## src/rtl/shift_flag_stage.sv

```systemverilog
// shift_flag_stage: registered stage after the ALU shifter.
// Each accepted operation is tagged with N/Z/C/V flags. The result and its
// flags are held in a 2-entry skid buffer (main + skid) on their way to
// writeback. A wrapping counter tracks completed output handshakes.
module shift_flag_stage #(
    parameter int WIDTH   = 16,
    parameter int SHAMT_W = 4
) (
    input  logic               clk,
    input  logic               rst,
    input  logic               in_valid,
    output logic               in_ready,
    input  logic [WIDTH-1:0]   in_operand,
    input  logic [SHAMT_W-1:0] in_amount,
    input  logic [2:0]         in_type,
    input  logic [WIDTH-1:0]   in_result,
    output logic               out_valid,
    input  logic               out_ready,
    output logic [WIDTH-1:0]   out_result,
    output logic [3:0]         out_flags,
    output logic [15:0]        op_count
);

    localparam logic [2:0] T_LSL = 3'b000;
    localparam logic [2:0] T_LSR = 3'b001;
    localparam logic [2:0] T_ASL = 3'b010;
    localparam logic [2:0] T_ASR = 3'b011;
    localparam logic [2:0] T_ROL = 3'b100;
    localparam logic [2:0] T_ROR = 3'b101;

    // Flags {N,Z,C,V} for one operation. C is the last bit shifted out of the
    // operand, which depends only on the direction; a zero shift moves no bit
    // out, so C is 0 there. The shifter result is trusted, never recomputed.
    function automatic logic [3:0] calc_flags(
        input logic [WIDTH-1:0]   operand,
        input logic [SHAMT_W-1:0] amount,
        input logic [2:0]         typ,
        input logic [WIDTH-1:0]   result
    );
        logic             n_f;
        logic             z_f;
        logic             c_f;
        logic             v_f;
        logic [SHAMT_W:0] left_idx;
        n_f      = result[WIDTH-1];
        z_f      = (result == '0);
        c_f      = 1'b0;
        v_f      = 1'b0;
        // Left shifts lose operand[WIDTH-n]; for n in 1..WIDTH-1 it fits SHAMT_W bits.
        left_idx = (SHAMT_W + 1)'(WIDTH) - {1'b0, amount};
        if (amount != '0) begin
            case (typ)
                T_LSL, T_ASL, T_ROL: c_f = operand[left_idx[SHAMT_W-1:0]];
                T_LSR, T_ASR, T_ROR: c_f = operand[amount - SHAMT_W'(1)];
                default:             c_f = 1'b0;
            endcase
        end
        if (typ == T_ASL) begin
            v_f = operand[WIDTH-1] ^ result[WIDTH-1];
        end
        return {n_f, z_f, c_f, v_f};
    endfunction

    logic             main_vld_q, main_vld_d;
    logic [WIDTH-1:0] main_res_q, main_res_d;
    logic [3:0]       main_flg_q, main_flg_d;
    logic             skid_vld_q, skid_vld_d;
    logic [WIDTH-1:0] skid_res_q, skid_res_d;
    logic [3:0]       skid_flg_q, skid_flg_d;
    logic [15:0]      cnt_q, cnt_d;

    logic       accept;
    logic       drain;
    logic [3:0] new_flg;

    // in_ready comes straight from the skid flop, so out_ready never reaches it
    // combinationally.
    assign in_ready   = ~skid_vld_q;
    assign out_valid  = main_vld_q;
    assign out_result = main_res_q;
    assign out_flags  = main_flg_q;
    assign op_count   = cnt_q;

    assign accept  = in_valid & in_ready;
    assign drain   = main_vld_q & out_ready;
    assign new_flg = calc_flags(in_operand, in_amount, in_type, in_result);

    // Next-state for main/skid entries and the handshake counter.
    always_comb begin
        main_vld_d = main_vld_q;
        main_res_d = main_res_q;
        main_flg_d = main_flg_q;
        skid_vld_d = skid_vld_q;
        skid_res_d = skid_res_q;
        skid_flg_d = skid_flg_q;
        cnt_d      = cnt_q;

        if (drain) begin
            cnt_d = cnt_q + 16'd1;
        end

        if (skid_vld_q) begin
            // Input is blocked; a drain promotes the skid entry into main.
            if (drain) begin
                main_res_d = skid_res_q;
                main_flg_d = skid_flg_q;
                main_vld_d = 1'b1;
                skid_vld_d = 1'b0;
            end
        end else if (accept) begin
            if (!main_vld_q || drain) begin
                // Main is free or leaving this cycle: new entry replaces it.
                main_res_d = in_result;
                main_flg_d = new_flg;
                main_vld_d = 1'b1;
            end else begin
                // Main is stalled: park the new entry in skid.
                skid_res_d = in_result;
                skid_flg_d = new_flg;
                skid_vld_d = 1'b1;
            end
        end else if (drain) begin
            main_vld_d = 1'b0;
        end
    end

    // ---- stage register: main/skid entries and op counter ----
    // Payload is reset too so the output reads zero after reset.
    always_ff @(posedge clk or posedge rst) begin
        if (rst) begin
            main_vld_q <= 1'b0;
            main_res_q <= '0;
            main_flg_q <= '0;
            skid_vld_q <= 1'b0;
            skid_res_q <= '0;
            skid_flg_q <= '0;
            cnt_q      <= '0;
        end else begin
            main_vld_q <= main_vld_d;
            main_res_q <= main_res_d;
            main_flg_q <= main_flg_d;
            skid_vld_q <= skid_vld_d;
            skid_res_q <= skid_res_d;
            skid_flg_q <= skid_flg_d;
            cnt_q      <= cnt_d;
        end
    end

endmodule
```

## config.mk

```make
export PLATFORM = sky130hd
export DESIGN_NAME = shift_flag_stage
export DESIGN_NICKNAME = d
export VERILOG_FILES = /design/src/rtl/shift_flag_stage.sv
export SDC_FILE = /design/constraint.sdc
export NUM_CORES = 1
export LEC_CHECK = 0
export BUFFER_PORTS_ARGS = -buffer_cell sky130_fd_sc_hd__buf_2
export CORE_UTILIZATION = 40
export DETAILED_ROUTE_END_ITERATION = 8
export GPL_ROUTABILITY_DRIVEN = 0
export GPL_TIMING_DRIVEN = 0
export PLACE_DENSITY_LB_ADDON = 0.1
export SLEW_MARGIN = 20
export SYNTH_ARGS = -nofsm -noshare
export SYNTH_HDL_FRONTEND = slang
export SYNTH_SLANG_ARGS = --single-unit
```

## constraint.sdc

```tcl
create_clock -name clk -period 4.3 [get_ports clk]
set_input_delay 1.075 -clock clk [delete_from_list [all_inputs] [get_ports clk]]
set_output_delay 1.075 -clock clk [all_outputs]
set_load 0.05 [all_outputs]
```

## After elaboration in Yosys (flattened, before gate mapping)

Index checks and enable logic that the tools add are counted.

- Multiplexer cells: 24
- Add/subtract/negate cells: 3
- Eq/ne operators: 7
- Bitwise gates (word level): 5
- Magnitude comparators: 2
- Reductions and logical operators: 13

Operator list:

| cell | number |
|---|---|
| 16-bit two-way mux | 4 |
| 16-bit by 1-bit adder with 16-bit output (second input constant) | 1 |
| 16-bit logical NOT | 1 |
| 4-bit two-way mux | 4 |
| 1-bit two-way mux | 13 |
| 4-bit by 5-bit < comparator with 1-bit output (second input constant) | 2 |
| 3-bit AND reduction | 3 |
| 1-bit binary-select mux with 4-bit select | 2 |
| 3-bit by 2-bit == test with 1-bit output (second input constant) | 2 |
| 3-bit == test (second input constant) | 2 |
| 2-bit nonzero test | 3 |
| 3-bit OR reduction | 2 |
| 4-bit nonzero test | 1 |
| 1-bit by 4-bit subtractor with 4-bit output (first input constant) | 1 |
| 4-bit by 1-bit subtractor with 4-bit output (second input constant) | 1 |
| 3-bit by 1-bit == test with 1-bit output (second input constant) | 1 |
| 3-bit logical NOT | 1 |
| 3-bit by 2-bit inequality test with 1-bit output (second input constant) | 1 |
| 1-bit bitwise AND | 2 |
| 2-bit by 1-bit inequality test with 1-bit output (second input constant) | 1 |
| 1-bit inverter | 2 |
| 1-bit case mux with 2 select lines | 1 |
| 1-bit logical NOT | 1 |
| 1-bit logical OR | 1 |
| 1-bit XOR | 1 |

- Bits in registers: 58
- Output and inout port bits: 38
- Logic and storage cells: 61
- Input bits: 43

## Logic depth before layout (Yosys ltp)

- Depth in word-level cells: 8
- Depth in mapped cells: 11

## Worst setup path after synthesis

OpenSTA, ideal clock, no wires.

- Path kind: input to register
- Start: in in_amount[0]
- End: reg main_flg_q[1] (netlist: out_flags[1])
- Slack: 1.134 ns
- Setup time: 0.128 ns
- Arrival time: 3.038 ns
- Cell stages on the path: 10
- Cells stage by stage: buf_2 -> inv_1 -> ha_1 -> buf_2 -> buf_2 -> mux4_2 -> nor2_1 -> o22ai_1 -> nor3_1 -> o21ai_1

- Word-level cells in the longest chain between the ends: 8
- Elaborated cells between the ends (all ways): 12
- Classes of those cells: add/sub (2); mux (9); reduce/logical (1)

RTL lines:

| item | line | text |
|---|---|---|
| start, declared | 14 | `input logic [SHAMT_W-1:0] in_amount,` |
| 4-bit by 1-bit subtractor with 4-bit output or 1-bit by 4-bit subtractor with 4-bit output (tied branches) | 54, 50 |  |
| 1-bit binary-select mux with 4-bit select (on tied branches) | 54, 53 |  |
| 1-bit two-way mux (on tied branches) | 54, 53 |  |
| 1-bit case mux with 2 select lines | 52 | `case (typ)` |
| 1-bit two-way mux * | 51 | `if (amount != '0) begin` |
| 4-bit two-way mux * | 111 | `if (!main_vld_q \|\| drain) begin` |
| 4-bit two-way mux * | 110 | `end else if (accept) begin` |
| 4-bit two-way mux * | 102 | `if (skid_vld_q) begin` |
| end signal, assigned | 141 | `main_flg_q <= main_flg_d;` |
| end, declared | 66 | `logic [3:0] main_flg_q, main_flg_d;` |

Mark *: on every way between the ends. The rest lies on a longest branch, timed or not. The select of a mux whose other input is x is not followed.
A chain may end at the register's enable or synchronous reset.

## Final worst setup path

Ends and elaborated chain as after synthesis.

==> flow_metrics.env <==
export IMPL_cts_tree="built"
export IMPL_p_leak_nw=1.830
export IMPL_startpoint="in_amount[0]"
export IMPL_cts_buffers=5
export IMPL_routed_wire_length_per_instance_um=13.03
export IMPL_worst_skew_pair_late_latency_ns=0.30
export IMPL_port_buffer_count=78
export IMPL_cts_htree_levels=2
export IMPL_drive_above_1_share_pct=25.98
export IMPL_synth_edff_count=0
export IMPL_post_layout_nonfiller_instances=477
export IMPL_syn_area_um2=2813
export IMPL_register_bit_total_from_synthesis=56
export IMPL_critPathBufInv=4
export IMPL_critPathRequiredTime_ns=4.48
export IMPL_dieHeight_um=85.86
export IMPL_final_nets=426
export IMPL_pin_count_of_the_biggest_net_entering_global_routing=57
export IMPL_floorplan_row_count=30
export IMPL_timing_critical_path_fanout_max=10
export IMPL_worstPathCellList="buf_2 > inv_1 > ha_1 > buf_2 > buf_2 > mux4_2 > nor2_1 > o22ai_1 > nor3_1 > o21ai_1"
export IMPL_critical_path_top_delay_family="buffers and inverters"
export IMPL_cp_start_kind="input pin"
export IMPL_tightest_slew_ns=0.8603
export IMPL_antenna_diode_count=0
export IMPL_die_width_um=85.86
export IMPL_cp_end_kind="register"
export IMPL_layout_area_overhead_vs_synth_pct=21.44
export IMPL_vdd_drop_max_uv=128.7
export IMPL_dp_worst_setup_slack_ns=0.8384
export IMPL_design_die_area_um2=7371
export IMPL_grt_setup_unrepaired="no"
export IMPL_coreArea_um2=6794
export IMPL_async_flop_share_pct=100.0
export IMPL_reg2reg_from="skid_vld_q"
export IMPL_detailedRoute_firstIterationViolations=75
export IMPL_timing_hold_worst_start="op_count[15]"
export IMPL_final_antenna_net_count=0
export IMPL_slew_headroom_pct=42.21
export IMPL_dp_hpwl_mm=4.574
export IMPL_first_global_vias=2202
export IMPL_cts_repair_resize_count=0
export IMPL_io_pin_count=81
export IMPL_yosys_cell_types_count=37
export IMPL_grt_ovfl_total=0
export IMPL_final_wl_mm=6.215
export IMPL_hold_path_class="reg2reg"
export IMPL_cts_sink_count=56
export IMPL_hold_violations=0
export IMPL_drc=0
export IMPL_totalNegativeSetupSlack_ns=0
export IMPL_slew_violations=0
export IMPL_timing_worst_setup_path_type="in2reg"
export IMPL_dominantRegCellSynth="dfrtp_1"
export IMPL_fmax_mhz=320.5
export IMPL_cap_violations=0
export IMPL_cp_slowest_stage_delay_ns=0.53
export IMPL_outcome="finished clean"
export IMPL_finalCritPeriodShare_pct=72.55
export IMPL_syn_nets=341
export IMPL_fin_util_pct=50.28
export IMPL_worst_endpoint_arrival_ns=3.30
export IMPL_cts_hold_buffers=0
export IMPL_grt_antenna_before_repair=0
export IMPL_grt_first_pass_wirelength_mm=10.26
export IMPL_synthesis_area_per_instance_um2=9.535
export IMPL_global_route_usage_total_pct=17.58
export IMPL_powerDensity_nw_per_um2=283.2
export IMPL_fin_crit_ns=3.120
export IMPL_synthesis_yosys_warnings=0
export IMPL_clock_tree_buffer_depth=2
export IMPL_route_vias_total=2330
export IMPL_postCtsSetupRepairBufs=0
export IMPL_cts_root_buffer_cell="clkbuf_8"
export IMPL_skew_ns=0.01134
export IMPL_dpl_cell_count=469
export IMPL_drt_via_density=4.885
export IMPL_fraction_of_the_yosys_area_taken_by_sequential_cells_pct=49.82
export IMPL_firstDrtPassIters=4
export IMPL_start_util_pct=41.40
export IMPL_timing_critical_path_mode_cell="buf_2"
export IMPL_critical_path_slowest_cell="mux4_2"
export IMPL_clk_pin_slew_ns=0.10
export IMPL_timing_final_ws_setup_ns=1.180
export IMPL_post_synth_inst_count=295
export IMPL_timing_final_setup_violations=0
-- power breakdown --
part           internal [mW]  total, mW  switching [mW]  leakage (nW)
Clock                  0.116      0.291           0.175        0.0445
Combinational         0.0503      0.139          0.0884          1.05
Sequential             0.534      0.538         0.00381         0.740
Total                  0.701      0.967           0.267          1.83
-- sequential cells by signal (all words and copies together), names as in the netlist --
signal / cells
op_count: 16
out_flags: 3
out_result: 16
out_valid: 1
skid_flg_q: 3
skid_res_q: 16
skid_vld_q: 1
-- cell usage after synthesis, types with 2 or more instances --
| master | instances | share of area [%] |
|---|---|---|
| a2111oi_0 | 2 | 0.62 |
| a21oi_1 | 24 | 4.3 |
| and3_1 | 2 | 0.44 |
| buf_2 | 4 | 0.71 |
| clkbuf_1 | 9 | 1.2 |
| dfrtp_1 | 56 | 50 |
| ha_1 | 3 | 1.3 |
| inv_1 | 5 | 0.67 |
| mux2i_1 | 24 | 8.5 |
| mux4_2 | 3 | 2.4 |
| nand2_1 | 70 | 9.3 |
| nand3_1 | 8 | 1.4 |
| nand4_1 | 5 | 1.1 |
| nor2_1 | 28 | 3.7 |
| nor2b_1 | 3 | 0.67 |
| nor3_1 | 3 | 0.53 |
| nor4_1 | 5 | 1.1 |
| o21ai_0 | 4 | 0.71 |
| o21ai_1 | 2 | 0.36 |
| xnor2_1 | 14 | 4.4 |
| xor2_1 | 5 | 1.6 |
-- per-stage QoR --
stage | power [mW] | hold WS [ns] | cell area [µm²]
after floorplan | 0.6402 | 0.4454 | 2813
after global placement | 0.6874 | 0.4567 | 3323
after detailed placement | 0.6887 | 0.4629 | 3326
after CTS | 0.9844 | 0.4800 | 3416
after global routing | 1.008 | 0.4914 | 3416
final | 0.9674 | 0.4810 | 3416
-- placed cells by master, fill, tap and decap left out, drive strengths merged, types with 4 or more instances in the layout --
cell type | netlist | final
nor3 | 4 | 4
xor2 | 5 | 5
a21oi | 24 | 24
nand4 | 5 | 5
nand3 | 8 | 8
buf | 7 | 85
o21ai | 6 | 6
mux2i | 24 | 24
clkbuf | 9 | 14
dfrtp | 56 | 56
inv | 5 | 6
xnor2 | 15 | 15
nor4 | 5 | 5
nand2 | 70 | 70
nor2 | 28 | 28
-- area by class of cell --
type                       count  area [µm²]
multi-input combinational    218        1316
buffer                        16       76.32
clock buffer                   5       68.82
timing repair buffer          78       390.4
inverter                       5       21.27
sequential                    56        1401
fill                         672        3378
clock inverter                 3       21.27
tap                           96       120.1
-- routing by layer --
metal,global-route usage [%],share of wire (%),up-vias
li1,-,-,1170
met1,24.23,47,1095
met2,28.95,47,61
met3,3.176,4.6,4
met4,4.091,0.71,0
met5,0,0,-
-- logic make-up after synthesis --
logic type / share of synthesized area (%)
muxes: 11.34
adders and majority gates: 1.335
DFF: 49.82
xor gates and xnor gates: 6.495
and+or+nand+nor: 20.33
AOI/OAI and AO/OA: 7.296
buffers and inverters: 3.381
-- path summary, 6_finish.rpt --
path	slack, ns	endpoint	depth (start not counted)
worst max-delay path	1.18	out_flags[1]	10
worst min-delay path	0.48	op_count[15]	1
worst max register to register	2.10	out_flags[2]	7
worst min register to register	0.48	op_count[15]	1
max in group asynchronous	2.95	skid_res_q[14]	2
min in group asynchronous	0.86	op_count[15]	2
No activity file was read; power rests on OpenSTA's default activity.
